$ cat config.mk
export PLATFORM = sky130hd
export DESIGN_NAME = updown_step_arbiter_flat
export DESIGN_NICKNAME = d
export VERILOG_FILES = /design/src/rtl/updown_step_arbiter_if.sv /design/src/rtl/updown_step_arbiter.sv /design/src/flat_wrapper.sv
export SDC_FILE = /design/constraint.sdc
export NUM_CORES = 1
export LEC_CHECK = 0
export BUFFER_PORTS_ARGS = -buffer_cell sky130_fd_sc_hd__buf_2
export CORE_UTILIZATION = 49
export CTS_CLUSTER_SIZE = 20
export DETAILED_ROUTE_END_ITERATION = 10
export PLACE_DENSITY_LB_ADDON = 0.15
export SLEW_MARGIN = 20
export SYNTH_ARGS = -nofsm -noshare
export SYNTH_HDL_FRONTEND = slang
export SYNTH_SLANG_ARGS = --single-unit
$ cat constraint.sdc
create_clock -name clk -period 1.5 [get_ports clk]
set_input_delay 0 -clock clk [delete_from_list [all_inputs] [get_ports clk]]
set_output_delay 0 -clock clk [all_outputs]
set_load 0.02 [all_outputs]
$ cat src/rtl/updown_step_arbiter_if.sv
// rtl/updown_step_arbiter_if.sv - request/step bundle between requesters and the shared step counter
//
// Purpose: groups the two-requester handshake and the counter-side outputs of
// updown_step_arbiter into one bundle.
//
// Signals:
//   req[1:0]      requester -> arbiter, level step request, bit i = requester i
//   dir[1:0]      requester -> arbiter, 1 = up, 0 = down, captured at grant
//   ack[1:0]      arbiter -> requester, one-cycle pulse when that step lands
//   grant[1:0]    arbiter -> requester, one-hot owner from grant until release
//   busy          arbiter -> observer, high whenever the arbiter is not idle
//   step          arbiter -> observer, one-cycle pulse coincident with ack
//   up_down       arbiter -> observer, direction of the current/last step
//   count[W-1:0]  arbiter -> display, shared count value
//   limit         arbiter -> observer, pulse when a step is blocked at a bound
//
// Modports:
//   master  requester / testbench side (drives req, dir)
//   slave   arbiter side (drives everything else)

interface updown_step_arbiter_if #(
    parameter int WIDTH = 3
);
    logic [1:0]       req;
    logic [1:0]       dir;
    logic [1:0]       ack;
    logic [1:0]       grant;
    logic             busy;
    logic             step;
    logic             up_down;
    logic [WIDTH-1:0] count;
    logic             limit;

    modport master (
        output req,
        output dir,
        input  ack,
        input  grant,
        input  busy,
        input  step,
        input  up_down,
        input  count,
        input  limit
    );

    modport slave (
        input  req,
        input  dir,
        output ack,
        output grant,
        output busy,
        output step,
        output up_down,
        output count,
        output limit
    );
endinterface

$ cat src/rtl/updown_step_arbiter.sv
// rtl/updown_step_arbiter.sv - two-requester round-robin arbiter owning a shared up/down step counter
//
// Purpose: grants one of two requesters at a time, applies exactly one up or
// down step per request to the shared count, and acknowledges it. A requester
// holding req high after its step gets nothing more until it drops and
// re-raises req. On a tie, the requester not served last wins.
//
// Parameters:
//   WIDTH      count width in bits
//   MAX_COUNT  highest legal count value, 1 <= MAX_COUNT <= 2**WIDTH-1
//
// Ports:
//   clk    single clock, rising edge
//   reset  asynchronous, active-high reset
//   bus    updown_step_arbiter_if.slave: req/dir in; ack, grant, busy, step,
//          up_down, count, limit out (all registered)
//
// Build option:
//   COUNT_SAT_EN  when defined, steps saturate at 0 / MAX_COUNT and pulse
//                 limit; otherwise the count wraps and limit stays 0.

module updown_step_arbiter #(
    parameter int WIDTH     = 3,
    parameter int MAX_COUNT = 7
) (
    input  logic                  clk,
    input  logic                  reset,
    updown_step_arbiter_if.slave  bus
);

    typedef enum logic [1:0] {
        IDLE = 2'd0,
        STEP = 2'd1,
        HOLD = 2'd2
    } state_t;

    localparam logic [WIDTH-1:0] MAX_C = WIDTH'(MAX_COUNT);
    localparam logic [WIDTH-1:0] ONE   = WIDTH'(1);

    state_t           state_q, state_d;
    logic             owner_q, owner_d;     // index of the granted requester
    logic             last_q,  last_d;      // index of the requester served last
    logic [1:0]       grant_q, grant_d;
    logic [1:0]       ack_q,   ack_d;
    logic             step_q,  step_d;
    logic             up_down_q, up_down_d;
    logic [WIDTH-1:0] count_q, count_d;
    logic             limit_q, limit_d;

    logic             pick;                 // requester chosen if we grant this cycle
    logic             at_top;
    logic             at_bot;
    logic             blocked;              // step would cross a bound (saturating only)
    logic [WIDTH-1:0] stepped;              // count after applying the latched step

    // Single request: take it. Both requesting: the one not served last.
    // last_q resets to 1 so requester 0 wins the very first tie.
    assign pick = (bus.req == 2'b11) ? ~last_q : bus.req[1];

    assign at_top = (count_q == MAX_C);
    assign at_bot = (count_q == '0);

`ifdef COUNT_SAT_EN
    always_comb begin
        blocked = up_down_q ? at_top : at_bot;
        if (blocked) begin
            stepped = count_q;
        end else if (up_down_q) begin
            stepped = count_q + ONE;
        end else begin
            stepped = count_q - ONE;
        end
    end
`else
    always_comb begin
        blocked = 1'b0;
        if (up_down_q) begin
            stepped = at_top ? '0 : (count_q + ONE);
        end else begin
            stepped = at_bot ? MAX_C : (count_q - ONE);
        end
    end
`endif

    always_comb begin
        state_d   = state_q;
        owner_d   = owner_q;
        last_d    = last_q;
        grant_d   = grant_q;
        ack_d     = 2'b00;
        step_d    = 1'b0;
        up_down_d = up_down_q;
        count_d   = count_q;
        limit_d   = 1'b0;

        case (state_q)
            IDLE: begin
                if (bus.req != 2'b00) begin
                    owner_d   = pick;
                    last_d    = pick;
                    grant_d   = pick ? 2'b10 : 2'b01;
                    // Direction is frozen here; later dir changes do not
                    // affect this step.
                    up_down_d = bus.dir[pick];
                    state_d   = STEP;
                end
            end

            STEP: begin
                count_d = stepped;
                ack_d   = grant_q;
                step_d  = 1'b1;
                limit_d = blocked;
                state_d = HOLD;
            end

            HOLD: begin
                // Wait for the owner to release; the other requester's
                // req stays pending and is arbitrated once back in IDLE.
                if (!bus.req[owner_q]) begin
                    grant_d = 2'b00;
                    state_d = IDLE;
                end
            end

            default: begin
                grant_d = 2'b00;
                state_d = IDLE;
            end
        endcase
    end

    always_ff @(posedge clk or posedge reset) begin
        if (reset) begin
            state_q   <= IDLE;
            owner_q   <= 1'b0;
            last_q    <= 1'b1;
            grant_q   <= 2'b00;
            ack_q     <= 2'b00;
            step_q    <= 1'b0;
            up_down_q <= 1'b0;
            count_q   <= '0;
            limit_q   <= 1'b0;
        end else begin
            state_q   <= state_d;
            owner_q   <= owner_d;
            last_q    <= last_d;
            grant_q   <= grant_d;
            ack_q     <= ack_d;
            step_q    <= step_d;
            up_down_q <= up_down_d;
            count_q   <= count_d;
            limit_q   <= limit_d;
        end
    end

    assign bus.ack     = ack_q;
    assign bus.grant   = grant_q;
    assign bus.busy    = (state_q != IDLE);
    assign bus.step    = step_q;
    assign bus.up_down = up_down_q;
    assign bus.count   = count_q;
    assign bus.limit   = limit_q;

endmodule

$ cat src/flat_wrapper.sv
// flat-port wrapper written by rule: the top's interface ports become plain ports
module updown_step_arbiter_flat 
#(
    parameter int WIDTH     = 3,
    parameter int MAX_COUNT = 7
)
  (clk, reset, bus_req, bus_dir, bus_ack, bus_grant, bus_busy, bus_step, bus_up_down, bus_count, bus_limit);
  updown_step_arbiter_if #(.WIDTH(WIDTH)) bus_i ();
  input  logic clk;
  input  logic reset;
  input wire logic [$bits(bus_i.req)-1:0] bus_req;
  input wire logic [$bits(bus_i.dir)-1:0] bus_dir;
  output wire logic [$bits(bus_i.ack)-1:0] bus_ack;
  output wire logic [$bits(bus_i.grant)-1:0] bus_grant;
  output wire logic [$bits(bus_i.busy)-1:0] bus_busy;
  output wire logic [$bits(bus_i.step)-1:0] bus_step;
  output wire logic [$bits(bus_i.up_down)-1:0] bus_up_down;
  output wire logic [$bits(bus_i.count)-1:0] bus_count;
  output wire logic [$bits(bus_i.limit)-1:0] bus_limit;
  assign bus_i.req = bus_req;
  assign bus_i.dir = bus_dir;
  assign bus_ack = bus_i.ack;
  assign bus_grant = bus_i.grant;
  assign bus_busy = bus_i.busy;
  assign bus_step = bus_i.step;
  assign bus_up_down = bus_i.up_down;
  assign bus_count = bus_i.count;
  assign bus_limit = bus_i.limit;
  updown_step_arbiter #(.WIDTH(WIDTH), .MAX_COUNT(MAX_COUNT)) u_core (.clk(clk), .reset(reset), .bus(bus_i));
endmodule
# Word-level counts from Yosys, hierarchy flattened
# Cells that the tools add are included.
[word_totals] in_bits=6 reg_bits=13 out_inout_bits=11 elab_cells=43
[classes] n_lt_le_gt_ge=2 n_eq_ne=6 n_addsub=2 n_bitwise=2 n_reduce_logical=7 n_mux=16
[ops] op="$pmux 2 s3" n=2
[ops] op="$mux 2" n=5
[ops] op="$mux 3" n=3
[ops] op="$mux 1" n=6
[ops] op="$eq 2x2->1 const B" n=2
[ops] op="$lt 1x2->1 const B" n=2
[ops] op="$reduce_and 2->1" n=2
[ops] op="$reduce_bool 2->1" n=2
[ops] op="$add 3x1->3 const B" n=1
[ops] op="$eq 3x3->1 const B" n=1
[ops] op="$logic_not 3->1" n=1
[ops] op="$reduce_and 3->1" n=1
[ops] op="$sub 3x1->3 const B" n=1
[ops] op="$eq 2x1->1 const B" n=1
[ops] op="$logic_not 2->1" n=1
[ops] op="$ne 2x1->1 const B" n=1
[ops] op="$ne 2x2->1 const B" n=1
[ops] op="$not 1->1" n=2

# Logic depth before layout (Yosys ltp)
[depth] ltp_word=5 mapped_depth=6 ltp_nobuf=6

# Least setup slack after synthesis
# Ideal clock, no wire load.
[synth_timing] kind="flip-flop to flip-flop" from="register u_core.count_q[0] (netlist: u_core.bus.count[0])" to="register u_core.count_q[2] (netlist: u_core.bus.count[2])" setup_time_ns=0.136 path_stages_with_launch=7 period_less_slack_ns=1.345 arrival_ns=1.210 path_slack_ns=0.155 path_cell_list="dfrtp_1 > inv_1 > ha_1 > ha_1 > nand4bb_1 > o21ai_1 > a21oi_1"
[synth_via] elab_chain_cells=3 elab_cells_between_ends=7
[synth_lines] element="start: declaration" line="updown_step_arbiter.sv:47" text="logic [WIDTH-1:0] count_q, count_d;"
[synth_lines] element="start signal: assignment" line="updown_step_arbiter.sv:152" text="count_q <= count_d;"
[synth_lines] element="$sub 3x1->3, or another cell as far along" line="updown_step_arbiter.sv:80" text="stepped = at_bot ? MAX_C : (count_q - ONE);"
[synth_lines] element="$mux 3 (on tied branches)" line="updown_step_arbiter.sv:80, updown_step_arbiter.sv:78"
[synth_lines] element="$mux 3 (*)" line="updown_step_arbiter.sv:77" text="if (up_down_q) begin"
# Every way passes the cells marked *; elsewhere a longest branch is shown, timed or not.
# A chain may end at the register's enable or synchronous reset.

# Worst setup path in the final report
[layout_timing] from="input port bus_req[0]" to="register u_core.up_down_q (netlist: u_core.bus.up_down)"
[layout_via] elab_chain_cells=4 elab_cells_between_ends=6
[layout_lines] element="start: declaration" line="flat_wrapper.sv:11" text="input wire logic [$bits(bus_i.req)-1:0] bus_req;"
[layout_lines] element="$eq 2x2->1" line="updown_step_arbiter.sv:58" text="assign pick = (bus.req == 2'b11) ? ~last_q : bus.req[1];"
[layout_lines] element="$mux 1" line="updown_step_arbiter.sv:58"
[layout_lines] element="$mux 1 (not written as such) (2 in a row)" line="updown_step_arbiter.sv:104" text="up_down_d = bus.dir[pick];"
[layout_lines] element="end signal: assignment" line="updown_step_arbiter.sv:151" text="up_down_q <= up_down_d;"
[layout_lines] element="end: declaration" line="updown_step_arbiter.sv:46" text="logic up_down_q, up_down_d;"
# Several ways; a longest one is shown, not always the timed one. The select of a mux whose other input is x is not followed.

==> impl_metrics.toml <==
[run_status]
status = "complete, no violations"

[pwr]
p_leak_nw = 0.395
p_per_area_nw_per_um2 = 2160
vdd_drop_max_uv = 1160

[critical_path]
critPathRequiredTime_ns = 1.65
crit_start = "bus_req[0]"
path_max_fanout = 5
max_stage_delay_ns = 0.53
crit_type = "input port to flip-flop"
reg2reg_to = "u_core.bus.up_down"
crit_arrival_ns = 1.45
endpoint = "u_core.bus.up_down"
worstSetupEndpointType = "flip-flop"
critPathLaunchType = "input port"
cp_slowest_cell = "dlygate4sd3_1"
regToRegSetupSlack_ns = 0.21
r2r_start = "u_core.last_q"
path_cells = "dlygate4sd3_1 > buf_2 > a21boi_1 > mux2_4 > mux2_2"
r2r_cells = 3

[placement]
gp_congestion = 0.671
io_buffers = 15
pre_cts_ws_ns = 0.215

[logic_synthesis]
synth-edff-count = 0
syn_inst = 56
yosysMostFrequentCell = "dfrtp_1"
async_flop_share_pct = 100
syn_area_um2 = 638
syn_avg_cell_area_um2 = 11.4
synth_top_area_cell = "dfrtp_1"
syn_nets = 65
synth_cell_types = 31
seq_area_frac_synth_pct = 51.2
synth_common_cells = "dfrtp_1 (12), inv_1 (6), ha_1 (3), o21ai_0 (3)"
ys_warn_count = 0
synthFlopType = "dfrtp_1"
synth_area_leaders = "dfrtp_1 (47%), ha_1 (5.9%), dfstp_2 (4.1%), inv_1 (3.5%), xnor2_1 (2.7%)"
ys_ff_latch = 13
synth_top_cell_area_share_pct = 47.1

[job]
cap_violations = 0

[timing]
final.period_utilization_pct = 86.4
hold_viol = 0
clock_skew_ns = 0.00193
finalCriticalPeriod_ns = 1.30
fin_tns_setup_ns = 0
holdWs_ns = 0.0274
rsz0062_at_grt = "no"
drv_slew = 0
worst_slack_ns = 0.204
setup_viol = 0
clock.fmax_mhz = 772

[floorplanning]
rows = 12
start_util_pct = 55.2
coreArea_um2 = 1160
dieArea_um2 = 1450
die_x_um = 38.1
die_y_um = 38.1
io_pins = 17

[clocking]
cts.sinks = 13
cts_tree = "built"
clk_pin_slew_ns = 0.08
cts_max_level = 1
cts_resized = 0
numCtsBuffers = 3
worstSkewPairLatency_ns = 0.26
cts_setup_buffers = 0
cts_max_path_buffers = 2
cts_root_buf = "clkbuf_4"

[layout]
num-nets-final = 85
multiInputGateArea_um2 = 277
seqCellArea_um2 = 327
utilization_pct = 66.1
final_layout_size_suffix_gt1_share_pct = 33.3
area_delta_synth_final_pct = 19.8
num-fill-cells = 101
n_antenna_cell = 0

[global_route]
grt_pass1_vias = 421
grtUsageTotal_pct = 17.4
grt_max_degree = 14
grt_first_pass_wirelength_um = 1750
overflow = 0
grt_antenna_before_repair = 0

[worst_hold_path]
hold_path.class = "input port to flip-flop"
holdCritStartpoint = "bus_req[1]"

[routing]
drtPass1Iterations = 4
vias = 444
met1_length_um = 512
postRouteAntennaNets = 0
drtIter0Drc = 2
top_layer_used = "met3"
wl_met2_um = 507
drc = 0
via_per_inst = 4.99
drt_wl_total_um = 1070
wl_met3_um = 53
wl_per_cell_um = 12.1
-- how the worst min path moves through the flow --
| stage | end | slack [ns] | cells past startpoint |
|---|---|---|---|
| finish | u_core.last_q | 0.03 | 3 |
| floorplan | u_core.bus.ack[0] | -0.12 | 1 |
| CTS | u_core.last_q | 0.02 | 3 |
| detailed placement | u_core.bus.count[2] | 0.05 | 2 |
| global placement | u_core.bus.step | 0.05 | 2 |
| global route | u_core.last_q | 0.05 | 3 |
-- logic make-up (layout without fill, tap and decap cells) --
| group | count (synthesis) | count (layout) | synth area share (%) |
|---|---|---|---|
| buffers and inverters | 8 | 27 | 5.49 |
| AO/OA/AOI/OAI | 12 | 12 | 12.2 |
| adder cells (fa/ha/maj) | 3 | 3 | 5.88 |
| flip-flops | 13 | 13 | 51.2 |
| XOR/XNOR | 2 | 2 | 2.75 |
| AND/OR/NAND/NOR | 14 | 14 | 16.3 |
| other | 1 | 1 | 0.588 |
| multiplexers | 3 | 3 | 5.69 |
-- registers in the layout, indices dropped and copies added, names as in the netlist --
signal,count
u_core.bus.grant,2
u_core.bus.ack,2
u_core.bus.count,3
u_core.last_q,1
u_core.owner_q,1
u_core.bus.up_down,1
u_core.state_q,2
u_core.bus.step,1
-- final cells by class --
cell class	count	share of cell area (%)
inverter	6	2.95
clock buffer	4	3.44
multi-input combinational	35	36.2
sequential	13	42.7
timing repair buffer	17	12.4
tap	14	2.29
-- layer usage --
metal / vias to the layer above / GRT usage, %
met3: 0 / 6.98
met1: 205 / 23.0
met4: 0 / 0
met5: - / 0
li1: 223 / -
met2: 16 / 28.4
-- per-stage QoR --
step | power [W] | cells | area (um2)
detailed placement | 0.00145 | 83 | 718
floorplan | 0.00123 | 56 | 638
global route | 0.00179 | 89 | 764
global placement | 0.00142 | 83 | 718
finish | 0.00165 | 89 | 764
CTS | 0.00167 | 89 | 764
-- cells in the final DEF (no fill, tap or decap), types with 2 or more instances in the layout --
| cell | n |
|---|---|
| and2_1 | 2 |
| ha_1 | 3 |
| or2b_1 | 2 |
| o21ai_0 | 3 |
| inv_1 | 6 |
| clkbuf_4 | 3 |
| dlygate4sd3_1 | 2 |
| xnor2_1 | 2 |
| dfrtp_1 | 12 |
| nor2b_1 | 2 |
| a21oi_1 | 2 |
| buf_2 | 15 |
-- where the power goes --
group / leakage, nW / internal [W] / switching (W)
clock network: 0.0150 / 0.000103 / 0.000108
registers: 0.162 / 0.000520 / 0.000154
logic: 0.218 / 0.000344 / 0.000422
-- critical path: cells and delay by family --
family          cells  cell delay (ns)
compound gates      1             0.21
buf+inv             2             0.68
mux                 2             0.56
-- repair_timing --
action | 4_1_cts | 5_1_grt
setup endpoints to repair | 0 | 0
hold endpoints to repair | 13 | 0
hold buffers | 2 | 0
No activity file was read; power rests on OpenSTA's default activity.
